--- src/rtl/kitchen_order_scheduler_if.sv ---
// kitchen_order_scheduler_if: table-side order handshake plus cook-station start/ready/done signals
interface kitchen_order_scheduler_if #(
  parameter int NUM_TABLES = 4,
  parameter int TABLE_W = 2,
  parameter int CNT_W = 3
);
  logic [NUM_TABLES-1:0] order_req;
  logic [NUM_TABLES-1:0] order_ack;
  logic cook_start;
  logic [TABLE_W-1:0] cook_table;
  logic food_ready;
  logic serve_done;
  logic serve_valid;
  logic [CNT_W-1:0] queue_count;
  logic queue_full;
  logic [1:0] state_out;
  modport master (
    output order_req, food_ready, serve_done,
    input order_ack, cook_start, cook_table, serve_valid, queue_count, queue_full, state_out
  );
  modport slave (
    input order_req, food_ready, serve_done,
    output order_ack, cook_start, cook_table, serve_valid, queue_count, queue_full, state_out
  );
endinterface

--- src/rtl/kitchen_order_scheduler.sv ---
// kitchen_order_scheduler: round-robin order intake into a FIFO feeding a cook/ready/serve station FSM; ports clk, reset, bus (slave: order_req/ack, cook_start/table, food_ready, serve_done, serve_valid, queue_count/full, state_out)
module kitchen_order_scheduler #(
  parameter int NUM_TABLES = 4,
  parameter int TABLE_W = 2,
  parameter int QUEUE_DEPTH = 4,
  parameter int CNT_W = 3
) (
  input logic clk,
  input logic reset,
  kitchen_order_scheduler_if.slave bus
);
  localparam int PTR_W = CNT_W - 1;
  typedef enum logic [1:0] {IDLE = 2'b00, COOK = 2'b01, READY = 2'b10} state_t;
  state_t state, state_next;
  logic [TABLE_W-1:0] rr, grant, idx;
  logic [TABLE_W-1:0] mem [QUEUE_DEPTH];
  logic [PTR_W-1:0] wr_ptr, rd_ptr;
  logic [CNT_W-1:0] count;
  logic [NUM_TABLES-1:0] eligible;
  logic found, full, push, pop;
  assign full = count == CNT_W'(QUEUE_DEPTH);
  // a table acked this cycle is still holding its request, so mask it out
  assign eligible = bus.order_req & ~bus.order_ack;
  assign push = found && !full;
  assign bus.queue_count = count;
  assign bus.queue_full = full;
  assign bus.state_out = state;
  assign bus.serve_valid = state == READY;
  always_comb begin
    found = 1'b0;
    grant = rr;
    idx = rr;
    for (int i = 0; i < NUM_TABLES; i++) begin
      idx = rr + TABLE_W'(i);
      if (!found && eligible[idx]) begin
        found = 1'b1;
        grant = idx;
      end
    end
  end
  always_comb begin
    pop = state == IDLE && count != '0;
    state_next = IDLE;
    case (state)
      IDLE: state_next = pop ? COOK : IDLE;
      COOK: state_next = bus.food_ready ? READY : COOK;
      READY: state_next = bus.serve_done ? IDLE : READY;
      default: state_next = IDLE;
    endcase
  end
  always_ff @(posedge clk)
    if (push && !reset) mem[wr_ptr] <= grant;
  always_ff @(posedge clk) begin
    if (reset) begin
      state <= IDLE;
      rr <= '0;
      wr_ptr <= '0;
      rd_ptr <= '0;
      count <= '0;
      bus.order_ack <= '0;
      bus.cook_start <= 1'b0;
      bus.cook_table <= '0;
    end else begin
      state <= state_next;
      count <= count + CNT_W'(push) - CNT_W'(pop);
      bus.order_ack <= push ? NUM_TABLES'(1) << grant : '0;
      bus.cook_start <= pop;
      if (push) begin
        wr_ptr <= wr_ptr + PTR_W'(1);
        rr <= grant + TABLE_W'(1);
      end
      if (pop) begin
        rd_ptr <= rd_ptr + PTR_W'(1);
        bus.cook_table <= mem[rd_ptr];
      end
    end
  end
endmodule

--- src/flat_wrapper.sv ---
// flat-port wrapper written by rule: the top's interface ports become plain ports
module kitchen_order_scheduler_flat 
#(
  parameter int NUM_TABLES = 4,
  parameter int TABLE_W = 2,
  parameter int QUEUE_DEPTH = 4,
  parameter int CNT_W = 3
)
  (clk, reset, bus_order_req, bus_food_ready, bus_serve_done, bus_order_ack, bus_cook_start, bus_cook_table, bus_serve_valid, bus_queue_count, bus_queue_full, bus_state_out);
  kitchen_order_scheduler_if #(.NUM_TABLES(NUM_TABLES), .TABLE_W(TABLE_W), .CNT_W(CNT_W)) bus_i ();
  input logic clk;
  input logic reset;
  input wire logic [$bits(bus_i.order_req)-1:0] bus_order_req;
  input wire logic [$bits(bus_i.food_ready)-1:0] bus_food_ready;
  input wire logic [$bits(bus_i.serve_done)-1:0] bus_serve_done;
  output wire logic [$bits(bus_i.order_ack)-1:0] bus_order_ack;
  output wire logic [$bits(bus_i.cook_start)-1:0] bus_cook_start;
  output wire logic [$bits(bus_i.cook_table)-1:0] bus_cook_table;
  output wire logic [$bits(bus_i.serve_valid)-1:0] bus_serve_valid;
  output wire logic [$bits(bus_i.queue_count)-1:0] bus_queue_count;
  output wire logic [$bits(bus_i.queue_full)-1:0] bus_queue_full;
  output wire logic [$bits(bus_i.state_out)-1:0] bus_state_out;
  assign bus_i.order_req = bus_order_req;
  assign bus_i.food_ready = bus_food_ready;
  assign bus_i.serve_done = bus_serve_done;
  assign bus_order_ack = bus_i.order_ack;
  assign bus_cook_start = bus_i.cook_start;
  assign bus_cook_table = bus_i.cook_table;
  assign bus_serve_valid = bus_i.serve_valid;
  assign bus_queue_count = bus_i.queue_count;
  assign bus_queue_full = bus_i.queue_full;
  assign bus_state_out = bus_i.state_out;
  kitchen_order_scheduler #(.NUM_TABLES(NUM_TABLES), .TABLE_W(TABLE_W), .QUEUE_DEPTH(QUEUE_DEPTH), .CNT_W(CNT_W)) u_core (.clk(clk), .reset(reset), .bus(bus_i));
endmodule
--- config.mk ---
export PLATFORM = sky130hd
export DESIGN_NAME = kitchen_order_scheduler_flat
export DESIGN_NICKNAME = d
export VERILOG_FILES = /design/src/rtl/kitchen_order_scheduler_if.sv /design/src/rtl/kitchen_order_scheduler.sv /design/src/flat_wrapper.sv
export SDC_FILE = /design/constraint.sdc
export NUM_CORES = 1
export LEC_CHECK = 0
export ABC_AREA = 1
export CAP_MARGIN = 10
export CORE_UTILIZATION = 45
export CTS_CLUSTER_SIZE = 24
export DETAILED_ROUTE_END_ITERATION = 7
export GPL_ROUTABILITY_DRIVEN = 0
export GPL_TIMING_DRIVEN = 0
export HOLD_SLACK_MARGIN = 0.12
export PLACE_DENSITY = 0.74
export SYNTH_ARGS = -nofsm -noshare
export SYNTH_HDL_FRONTEND = slang
export SYNTH_SLANG_ARGS = --single-unit
--- constraint.sdc ---
create_clock -name clk -period 2.25 [get_ports clk]
set_input_delay 0.45 -clock clk [delete_from_list [all_inputs] [get_ports clk]]
set_output_delay 0.45 -clock clk [all_outputs]
set_load 0.02 [all_outputs]
==> run_results.csv <==
group,metric,value,unit
sta,fin_crit_sh,96.29,%
floorplan,die_x,60.03,microns
routing,drcViolationCount,0,
routing,final_antenna_net_count,0,
synth,syn_inst,192,
synth,ys.flop_type,"dfxtp_1",
floorplan,coreArea,3128,sq um
pwr,p_sw_share,46.45,%
placement,place_area,1770,sq um
synth,syn-cell-area,1515,sq um
pwr,p_int,1.627,mW
clock_tree,ctsHoldBuffers,0,
worst_setup_path,critical_path_class,"reg2out",
global_routing,overflow,0,
sta,worst_clock_skew,0.009324,ns
worst_setup_path,cp-startpoint,"u_core.bus.queue_count[1]",
clock_tree,cts-root-buf,"clkbuf_4",
synth,synth.most_common_cell,"nand2_1",
clock_tree,clockBufferDepth,2,
worst_setup_path,critPathRequiredTime,1.80,ns
sta,rsz0062_at_grt,"true",
global_routing,grt_pass1_vias,1112,
sta,hold-worst-slack,0.3524,ns
global_routing,grt_max_degree,16,
pwr,comb_power_share,62.6,%
cells_and_area,fin_util,60.60,%
floorplan,dieHeight,60.03,microns
worst_setup_path,rr_startpoint,"u_core.rr[0]",
synth,syn_nets,207,
floorplan,initial_core_util,48.44,%
pwr,p_leak,0.8484,nW
placement,dp_hpwl,2.099,mm
clock_tree,htreeDepth,1,
synth,synth_edf_count,8,
sta,setup_viol,0,
cells_and_area,diodes,0,
sta,max_slew_margin,72.03,%
routing,wl,2.854,mm
routing,drtIter0Drc,44,
worst_setup_path,worstPathArrival,1.72,ns
synth,async_reset_ff_share,0,%
clock_tree,clk_pin_slew,0.14,ns
synth,synth.yosys.seq_area_share,39.64,%
clock_tree,clock-sinks,26,
pwr,power_switching,1.412,mW
worst_setup_path,cp_max_fo,3,
synth,synth_seq_cells,26,
synth,synth_area_leaders,"dfxtp_1 24%, edfxtp_1 16%, nand2_1 9.4%, inv_1 7.2%, nand3_2 5.9%",
worst_setup_path,worstReg2RegEnd,"u_core.bus.queue_count[1]",
clock_tree,numCtsBuffers,3,
routing,vias,1291,
worst_hold_path,hp-start,"reset",
worst_setup_path,crit_path_start_kind,"flop",
cells_and_area,drive_above_1_share,20.55,%
routing,firstDrtPassIters,4,
sta,finalCriticalPeriod,2.166,ns
synth,yosysWarnings,0,
placement,io_buffers,20,
synth,synth_top_area_cell,"dfxtp_1",
worst_hold_path,min_to,"u_core.bus.queue_count[1]",
worst_setup_path,rrSetupSlack,0.11,ns
run_status,status,"complete, no violations",
pwr,p_per_area,1603,nW/um^2
routing,wire_per_inst,10.85,microns
routing,vias_per_cell,4.909,
pwr,finalPower,3.039,mW
clock_tree,cts_tree,"built",
pwr,seq_power_share,26.8,%
synth,yosysTopAreaCellShare,23.78,%
synth,synth_area_per_cell,7.892,sq um
cells_and_area,n_fill_cell,277,
global_routing,antenna_found_initial,0,
synth,ys_types,27,
sta,fmax,0.4616,GHz
global_routing,grt_pass1_wl,4.795,mm
job,max-cap-violations,0,
sta,finalHoldViolCount,0,
cells_and_area,syn_to_final_growth,25.10,%
floorplan,dieArea,3603,sq um
floorplan,ios,22,
sta,final_max_slew_viol_count,0,
worst_hold_path,whs_path_depth,2,
floorplan,fp-row-count,20,
worst_setup_path,endpoint_kind,"primary output",
worst_hold_path,min_path_type,"in2reg",
worst_setup_path,reg2reg_depth,15,
clock_tree,clk_latency,0.33,ns
pwr,p_clk_share,10.6,%
global_routing,grt_usage,17.85,%
synth,netlist_top_cells_count,"38 x nand2_1, 29 x inv_1, 20 x nor2_1",
pwr,ir_drop,0.9570,mV
cells_and_area,final_area,1896,sq um
sta,worst_pin_slew,0.4196,ns
cells_and_area,layout.nets,235,
-- state kept, by name, indices dropped and copies added (netlist names) --
signal	flops
u_core.bus.cook_start	1
u_core.bus.cook_table	2
u_core.bus.order_ack	4
u_core.bus.queue_count	3
u_core.bus.state_out	2
u_core.mem	8
u_core.rd_ptr	2
u_core.rr	2
u_core.wr_ptr	2
-- worst max-delay path: stages, from the launching register on --
cell and delay, ns:
dfxtp_1 0.35, inv_1 0.16, nand2_1 0.12, nor2_1 0.14, clkdlybuf4s50_1 0.63
-- placed cells by master, fill, tap and decap left out, drive strengths merged --
cell	Yosys	layout
ha	6	6
inv	32	31
nand2	51	51
and3	1	1
buf	3	6
clkdlybuf4s50	0	19
bufinv	0	1
o21ai	9	9
clkinv	0	1
a211oi	1	1
nor3	2	2
a21oi	8	8
a31oi	2	2
a311oi	1	1
clkbuf	0	3
nand3b	1	1
dlymetal6s2s	0	1
nor2	23	23
fa	1	1
dfxtp	18	18
edfxtp	8	8
nand3	23	23
nand4	2	2
-- how the worst max path moves through the flow --
| stage | end | slack (ns) | cells past startpoint |
|---|---|---|---|
| 5_1_grt | u_core.bus.queue_count[1] | -0.02 | 15 |
| 4_1_cts | u_core.bus.queue_count[2] | 0.01 | 15 |
| 6_report | bus_queue_full | 0.08 | 4 |
| 2_1_floorplan | u_core.bus.queue_count[2] | 0.04 | 8 |
| 3_5_place_dp | u_core.bus.queue_count[2] | -0.42 | 13 |
| 3_3_place_gp | u_core.bus.queue_count[2] | -0.40 | 13 |
-- logic make-up after synthesis --
logic type      share of synthesized area (%)
buf+inv                                 10.57
flops                                   39.64
fa+ha+maj                               6.276
compound gates                          7.515
simple gates                            36.00
-- layer usage --
layer	GRT usage [%]	vias to the layer above	part of all wire, %
met5	0	-	0
met2	29.05	34	48
met1	24.59	581	47
met4	2.990	0	0.70
met3	3.896	2	3.7
li1	-	674	-
-- power groups by stage --
stage               clock (mW)  sequential, mW  combinational (mW)
floorplan                    0           0.893                1.23
global placement             0           0.812                1.72
detailed placement           0           0.818                1.74
CTS                      0.330           0.809                1.79
global route             0.347           0.836                2.14
finish                   0.323           0.814                1.90
-- cell type report --
| cell class | count | area (sq um) | share of cell area [%] |
|---|---|---|---|
| multi-input cells | 131 | 789.5 | 41.65 |
| flip-flops and latches | 26 | 601.8 | 31.75 |
| repair buffers | 23 | 225.2 | 11.88 |
| inverters | 32 | 137.6 | 7.261 |
| well taps | 44 | 55.05 | 2.904 |
| plain buffers | 3 | 33.78 | 1.782 |
| clock inverters | 1 | 30.03 | 1.584 |
| clock buffers | 3 | 22.52 | 1.188 |
-- what timing repair did --
action | 4_1_cts | 5_1_grt
resized for setup | 3 | 8
pin swaps | 1 | 2
cloned | 0 | 0
endpoints found under the setup margin | 2 | 2
buffers inserted | 1 | 2
-- through the flow --
stage	TNS [ns]	worst slack, ns	std cells
floorplan	0	0.04218	192
global placement	-0.7376	-0.4046	256
detailed placement	-0.9959	-0.4199	256
CTS	0	0.01336	261
global route	-0.04383	-0.02347	263
finish	0	0.08352	263
No activity file was read; power rests on OpenSTA's default activity.
